**src/rtl/hf_spi_readback_pkg.sv**
```systemverilog
// Shared constants and types for the ARM<->FPGA SPI readback path.
package hf_spi_readback_pkg;

    localparam int unsigned WORD_W_DEF = 16;
    localparam int unsigned CMD_W      = 4;

    localparam logic [CMD_W-1:0] FPGA_CMD_SET_CONFREG = 4'b0001;
    localparam logic [CMD_W-1:0] FPGA_CMD_READ_SEL    = 4'b0010;

    typedef enum logic [1:0] {
        ST_IDLE  = 2'd0,
        ST_SHIFT = 2'd1,
        ST_OVER  = 2'd2
    } state_e;

endpackage

```
**src/rtl/hf_spi_readback_sync_edge.sv**
```systemverilog
// Multi-flop synchronizer for one async input, with 1-cycle rise/fall pulses
// taken from the synchronized value.
module hf_spi_readback_sync_edge #(
    parameter int unsigned STAGES  = 2,
    parameter logic        RST_VAL = 1'b0
) (
    input  logic clk,
    input  logic rst_n,
    input  logic d,
    output logic q,
    output logic rise_c,
    output logic fall_c
);

    logic [STAGES-1:0] sync_q;
    logic [STAGES-1:0] sync_d;
    logic              prev_q;
    logic              prev_d;

    // Shift the raw input into the chain; remember last synchronized value
    always_comb begin
        sync_d = STAGES'({sync_q, d});
        prev_d = sync_q[STAGES-1];
    end

    // Synchronizer and edge-history flops
    always_ff @(posedge clk or negedge rst_n) begin
        if (!rst_n) begin
            sync_q <= {STAGES{RST_VAL}};
            prev_q <= RST_VAL;
        end else begin
            sync_q <= sync_d;
            prev_q <= prev_d;
        end
    end

    assign q      = sync_q[STAGES-1];
    assign rise_c = q & ~prev_q;
    assign fall_c = ~q & prev_q;

endmodule

```
**src/rtl/hf_spi_readback.sv**
```systemverilog
// SPI slave transmit path: snapshots one of NSRC status words at ncs fall and
// shifts it out MSB first on miso, while capturing a command word on mosi.
module hf_spi_readback
    import hf_spi_readback_pkg::*;
#(
    parameter int unsigned      WORD_W       = WORD_W_DEF,
    parameter int unsigned      NSRC         = 4,
    parameter int unsigned      SYNC_STAGES  = 2,
    parameter logic [CMD_W-1:0] CMD_READ_SEL = FPGA_CMD_READ_SEL
) (
    input  logic                       pck0,
    input  logic                       nreset,
    input  logic                       spck,
    input  logic                       ncs,
    input  logic                       mosi,
    input  logic [NSRC*WORD_W-1:0]     stat,
    output logic                       miso,
    output logic [$clog2(NSRC)-1:0]    sel,
    output logic                       rd_done,
    output logic                       frame_err
);

    localparam int unsigned SEL_W = $clog2(NSRC);
    localparam int unsigned CNT_W = $clog2(WORD_W) + 1;

    logic spck_s_unused;
    logic spck_rise_c;
    logic spck_fall_c;
    logic ncs_s;
    logic ncs_rise_c;
    logic ncs_fall_c;
    logic mosi_s;
    logic mosi_rise_unused;
    logic mosi_fall_unused;

    hf_spi_readback_sync_edge #(.STAGES(SYNC_STAGES), .RST_VAL(1'b0)) u_sync_spck (
        .clk    (pck0),
        .rst_n  (nreset),
        .d      (spck),
        .q      (spck_s_unused),
        .rise_c (spck_rise_c),
        .fall_c (spck_fall_c)
    );

    hf_spi_readback_sync_edge #(.STAGES(SYNC_STAGES), .RST_VAL(1'b1)) u_sync_ncs (
        .clk    (pck0),
        .rst_n  (nreset),
        .d      (ncs),
        .q      (ncs_s),
        .rise_c (ncs_rise_c),
        .fall_c (ncs_fall_c)
    );

    hf_spi_readback_sync_edge #(.STAGES(SYNC_STAGES), .RST_VAL(1'b0)) u_sync_mosi (
        .clk    (pck0),
        .rst_n  (nreset),
        .d      (mosi),
        .q      (mosi_s),
        .rise_c (mosi_rise_unused),
        .fall_c (mosi_fall_unused)
    );

    state_e              state_q, state_d;
    logic [WORD_W-1:0]   shadow_q, shadow_d;
    logic [WORD_W-1:0]   rx_q, rx_d;
    logic [CNT_W-1:0]    bit_cnt_q, bit_cnt_d;
    logic                ovr_q, ovr_d;
    logic                glitch_q, glitch_d;
    logic [SEL_W-1:0]    sel_q, sel_d;
    logic                miso_q, miso_d;
    logic                rd_done_q, rd_done_d;
    logic                frame_err_q, frame_err_d;

    logic                start_c;
    logic                end_c;
    logic                full_c;
    logic [WORD_W-1:0]   stat_sel_c;

    // Frame start/end qualifiers; an ncs fall outside IDLE ends the frame and restarts it next cycle
    always_comb begin
        start_c    = (state_q == ST_IDLE) && (ncs_fall_c || (glitch_q && !ncs_s));
        end_c      = (state_q != ST_IDLE) && (ncs_rise_c || ncs_fall_c);
        full_c     = (bit_cnt_q == CNT_W'(WORD_W));
        stat_sel_c = stat[sel_q*WORD_W +: WORD_W];
    end

    // FSM state register
    always_ff @(posedge pck0 or negedge nreset) begin
        if (!nreset) begin
            state_q <= ST_IDLE;
        end else begin
            state_q <= state_d;
        end
    end

    // FSM next state; ncs events take priority over spck edges
    always_comb begin
        state_d = state_q;
        unique case (state_q)
            ST_IDLE: begin
                if (start_c) state_d = ST_SHIFT;
            end
            ST_SHIFT: begin
                if (end_c)                     state_d = ST_IDLE;
                else if (spck_fall_c && full_c) state_d = ST_OVER;
            end
            ST_OVER: begin
                if (end_c) state_d = ST_IDLE;
            end
            default: state_d = ST_IDLE;
        endcase
    end

    // Datapath and output next values
    always_comb begin
        shadow_d    = shadow_q;
        rx_d        = rx_q;
        bit_cnt_d   = bit_cnt_q;
        ovr_d       = ovr_q;
        glitch_d    = 1'b0;
        sel_d       = sel_q;
        miso_d      = 1'b0;
        rd_done_d   = 1'b0;
        frame_err_d = 1'b0;

        if (start_c) begin
            shadow_d  = stat_sel_c;
            rx_d      = '0;
            bit_cnt_d = '0;
            ovr_d     = 1'b0;
        end else if (end_c) begin
            if (full_c && !ovr_q) begin
                rd_done_d = 1'b1;
                if (rx_q[WORD_W-1 -: CMD_W] == CMD_READ_SEL) begin
                    sel_d = rx_q[SEL_W-1:0];
                end
            end else begin
                frame_err_d = 1'b1;
            end
            ovr_d    = 1'b0;
            glitch_d = ncs_fall_c;
        end else if (state_q == ST_SHIFT) begin
            miso_d = shadow_q[WORD_W-1];
            if (spck_rise_c) begin
                if (!full_c) begin
                    rx_d      = {rx_q[WORD_W-2:0], mosi_s};
                    bit_cnt_d = bit_cnt_q + CNT_W'(1);
                end else begin
                    ovr_d = 1'b1;
                end
            end else if (spck_fall_c) begin
                if (!full_c) begin
                    shadow_d = shadow_q << 1;
                    miso_d   = shadow_q[WORD_W-2];
                end else begin
                    miso_d = 1'b0;
                end
            end
        end else if (state_q == ST_OVER) begin
            if (spck_rise_c) ovr_d = 1'b1;
        end
    end

    // Datapath and output registers
    always_ff @(posedge pck0 or negedge nreset) begin
        if (!nreset) begin
            shadow_q    <= '0;
            rx_q        <= '0;
            bit_cnt_q   <= '0;
            ovr_q       <= 1'b0;
            glitch_q    <= 1'b0;
            sel_q       <= '0;
            miso_q      <= 1'b0;
            rd_done_q   <= 1'b0;
            frame_err_q <= 1'b0;
        end else begin
            shadow_q    <= shadow_d;
            rx_q        <= rx_d;
            bit_cnt_q   <= bit_cnt_d;
            ovr_q       <= ovr_d;
            glitch_q    <= glitch_d;
            sel_q       <= sel_d;
            miso_q      <= miso_d;
            rd_done_q   <= rd_done_d;
            frame_err_q <= frame_err_d;
        end
    end

    assign miso      = miso_q;
    assign sel       = sel_q;
    assign rd_done   = rd_done_q;
    assign frame_err = frame_err_q;

endmodule
```
**config.mk**
```make
export PLATFORM = sky130hd
export DESIGN_NAME = hf_spi_readback
export DESIGN_NICKNAME = d
export VERILOG_FILES = /design/src/rtl/hf_spi_readback_pkg.sv /design/src/rtl/hf_spi_readback_sync_edge.sv /design/src/rtl/hf_spi_readback.sv
export SDC_FILE = /design/constraint.sdc
export NUM_CORES = 1
export LEC_CHECK = 0
export BUFFER_PORTS_ARGS = -buffer_cell sky130_fd_sc_hd__buf_4
export CORE_ASPECT_RATIO = 0.7
export CORE_MARGIN = 8
export CORE_UTILIZATION = 53
export DETAILED_ROUTE_END_ITERATION = 6
export GPL_TIMING_DRIVEN = 0
export HOLD_SLACK_MARGIN = 0.12
export PLACE_DENSITY = 0.8
export SLEW_MARGIN = 30
export SYNTH_ARGS = -nofsm -noshare
export SYNTH_HDL_FRONTEND = slang
export SYNTH_SLANG_ARGS = --single-unit
```
**constraint.sdc**
```tcl
create_clock -name pck0 -period 2.3 [get_ports pck0]
set_input_delay 0.345 -clock pck0 [delete_from_list [all_inputs] [get_ports pck0]]
set_output_delay 0.345 -clock pck0 [all_outputs]
set_load 0.02 [all_outputs]
```
==> impl_metrics.csv <==
group,metric,value,unit
cells_and_area,diodes,0,
power,ir_worst_vdd,0.000422,V
cells_and_area,finish.utilization,69.3,%
power,switching_share,32.5,%
timing,slew_viol_final,0,
critical_path,worstSetupPathType,"register to register",
cells_and_area,drive_above_1_share,35.8,%
floorplan,die_y,76.9,um
power,power_density,787,mW/mm2
global_routing,grt.total_usage,16.9,%
placement,hpwl,4820,um
run,maxCapViolCount,0,
logic_synthesis,yosys.area.top_type,"dfrtp_1",
timing,layout_min_cycle_time,2.20,ns
power,p_leak,1.63,nW
logic_synthesis,yosys_register_bits,54,
timing,hold_viol_final,0,
cells_and_area,finalInstanceArea,0.00359,mm2
clock_tree,clk_pin_slew,0.10,ns
critical_path,start_kind,"register",
critical_path,cp.arrival,2.40,ns
global_routing,first_global_vias,2360,
drt,drt-vias-per-instance,5.42,
logic_synthesis,yosysSeqAreaShare,48.3,%
power,p_sw,916,uW
cells_and_area,fill_cells,403,
logic_synthesis,ys_top_cells_by_area,"dfrtp_1 (45%), mux4_2 (13%), a21oi_1 (8.9%)",
logic_synthesis,synth.distinct_cells,43,
clock_tree,cts_setup_buffers,0,
timing,fin_tns_setup,0,ns
logic_synthesis,ys_async_sr_fraction,100,%
drt,drc,0,
floorplan,die_w,103,um
logic_synthesis,yosys_warnings,0,
power,seqPwrFrac,46.3,%
critical_path,critPathRequiredTime,2.50,ns
placement,io_buffer_count,73,
drt,drt_iter0_drc,84,
drt,dr.pass1.iters,4,
global_routing,overflow,0,
min_path,holdCritPathClass,"input port to register",
global_routing,antenna_found_initial,0,
placement,dp.cells,408,
clock_tree,clock_sinks,54,
timing,maxSlewHeadroom,55.5,%
critical_path,critPathMaxFanout,6,
drt,vias,2266,
timing,setup_violations,0,
placement,place_congestion,0.817,
clock_tree,cts_root_buf,"clkbuf_8",
logic_synthesis,synth.avg_cell_area,10.7,um2
logic_synthesis,syn-cell-area,0.00281,mm2
logic_synthesis,syn-num-nets,338,
cells_and_area,stdcell_count,418,
cells_and_area,seqCellArea,0.00136,mm2
clock_tree,clock_latency,0.31,ns
global_routing,grt_max_degree,55,
logic_synthesis,ys.flop_type,"dfrtp_1",
critical_path,endpoint_kind,"register",
cells_and_area,multi_input_area,0.00133,mm2
outcome,status,"finished, final reports clean",
clock_tree,htree_levels,2,
drt,ant_nets,0,
floorplan,die_area,0.00791,mm2
drt,avgRoutedWirePerCell,15.4,um
logic_synthesis,synth_cells,263,
clock_tree,cts_buffer_depth,2,
floorplan,pin_count,74,
floorplan,rows,22,
timing,tightest_slew,0.667,ns
timing,max_freq,454,MHz
floorplan,core,0.00517,mm2
floorplan,start_util,54.2,%
power,p_comb_share,30.1,%
cells_and_area,syn_to_final_growth,27.8,%
clock_tree,cts_tree,"built",
clock_tree,numCtsBuffers,5,
cells_and_area,nets,420,
drt,wirelength,6450,um
logic_synthesis,synth_edf_count,0,
power,p_int,1.91,mW
logic_synthesis,synth_top_area_share,45.5,%
placement,dpl_cell_area,0.00344,mm2
power,pwr-share-clk,23.6,%
global_routing,grt_first_pass_wirelength,10700,um
timing,period_share,95.8,%
timing,fin_skew,0.0117,ns
timing,rsz0062_at_grt,"false",
[cell usage in the layout, fill, tap and decap left out, types with 3 or more instances in the layout]
cell type	synthesis	layout
nor2_1	22	22
inv_1	6	6
a21oi_1	50	50
dfstp_2	3	3
o21ai_0	4	4
ha_1	6	6
nand2_2	4	4
clkbuf_8	0	6
nor2b_1	3	3
buf_4	3	76
buf_2	5	5
dfrtp_1	51	51
nor3_4	3	3
nand2_1	47	47
buf_1	4	4
mux4_2	16	16
[cells by family (layout without fill, tap and decap cells)]
logic type               after synthesis  in the layout  share of synthesized area (%)
adder cells (fa/ha/maj)                6              6                           2.68
buffers and inverters                 23            106                           4.42
XOR/XNOR                               2              2                          0.625
flip-flops                            54             54                           48.3
AND/OR/NAND/NOR                       95             95                           17.4
multiplexers                          19             19                           14.0
AO/OA/AOI/OAI                         64             64                           12.5
[critical path, stage by stage, from the launching register on]
cell	delay, ns
dfstp_2	0.56
inv_1	0.05
ha_1	0.34
or2_1	0.22
buf_2	0.16
nor3_4	0.17
and4b_2	0.27
mux2_1	0.33
[per-stage QoR]
stage / setup WS (ns) / power (mW) / hold slack (ns)
2_1_floorplan: 0.257 / 1.88 / 0.0494
3_3_place_gp: 0.129 / 2.13 / 0.334
3_5_place_dp: 0.106 / 2.16 / 0.335
4_1_cts: 0.0761 / 2.85 / 0.128
5_1_grt: 0.00625 / 3.00 / 0.121
6_report: 0.0977 / 2.82 / 0.141
[metal layers]
metal	vias to the layer above	routed length [um]	GRT usage [%]
met2	81	3100	26.7
met5	-	0	0
met3	4	469	4.42
met1	1094	2860	22.6
met4	0	20	3.88
li1	1087	-	-
[Yosys cell counts, types with 2 or more instances]
cell type and count:
a21oi_1 50, a32o_1 2, buf_1 4, buf_2 5, buf_4 3, clkbuf_1 2, dfrtp_1 51, dfstp_2 3
ha_1 6, inv_1 6, mux2_1 2, mux4_2 16, nand2_1 47, nand2_2 4, nand2b_1 2, nand3_1 2
nor2_1 22, nor2b_1 3, nor3_4 3, o211ai_1 2, o21a_1 2, o21ai_0 4, or4_1 2
[path summary, 6_finish.rpt]
path,depth (start not counted),slack (ns),startpoint,endpoint
max reg2reg,7,0.1,u_sync_ncs.sync_q[1]$_DFF_PN1_,sel[0]$_DFFE_PN0P_
min,1,0.14,spck,u_sync_spck.sync_q[0]$_DFF_PN0_
max in group asynchronous,2,1.23,nreset,shadow_q[7]$_DFFE_PN0P_
min reg2reg,0,0.36,u_sync_spck.sync_q[0]$_DFF_PN0_,u_sync_spck.sync_q[1]$_DFF_PN0_
max,7,0.1,u_sync_ncs.sync_q[1]$_DFF_PN1_,sel[0]$_DFFE_PN0P_
min in group asynchronous,2,0.62,nreset,rx_q[10]$_DFFE_PN0P_
[registers in the layout, indices dropped and copies added (netlist names)]
signal,cells
sel,2
shadow_q,16
state_q,2
u_sync_ncs.sync_q,2
rd_done,1
ovr_q,1
u_sync_ncs.prev_q,1
bit_cnt_q,5
rx_q,16
u_sync_spck.prev_q,1
u_sync_spck.sync_q,2
u_sync_mosi.sync_q,2
glitch_q,1
frame_err,1
miso,1
[repair_timing]
| action | CTS | global route |
|---|---|---|
| resized for setup | 0 | 1 |
| hold buffers | 1 | 1 |
| setup endpoints to repair | 0 | 1 |
| endpoints found under the hold margin | 51 | 1 |
[area by class of cell]
| cell class | count | area share [%] |
|---|---|---|
| Multi-Input combinational cell | 186 | 37.0 |
| Timing Repair Buffer | 75 | 15.8 |
| Clock buffer | 6 | 2.30 |
| Sequential cell | 54 | 37.8 |
| Inverter | 6 | 0.628 |
| Tap cell | 72 | 2.51 |
| Clock inverter | 2 | 1.08 |
| Buffer | 17 | 2.83 |
[power groups by stage]
stage | sequential [mW] | clock (mW) | combinational (mW)
after floorplan | 1.30 | 0 | 0.577
after global placement | 1.31 | 0 | 0.816
after detailed placement | 1.32 | 0 | 0.846
after CTS | 1.30 | 0.687 | 0.856
after global routing | 1.33 | 0.720 | 0.951
final | 1.31 | 0.667 | 0.848
No activity file was read; power rests on OpenSTA's default activity.
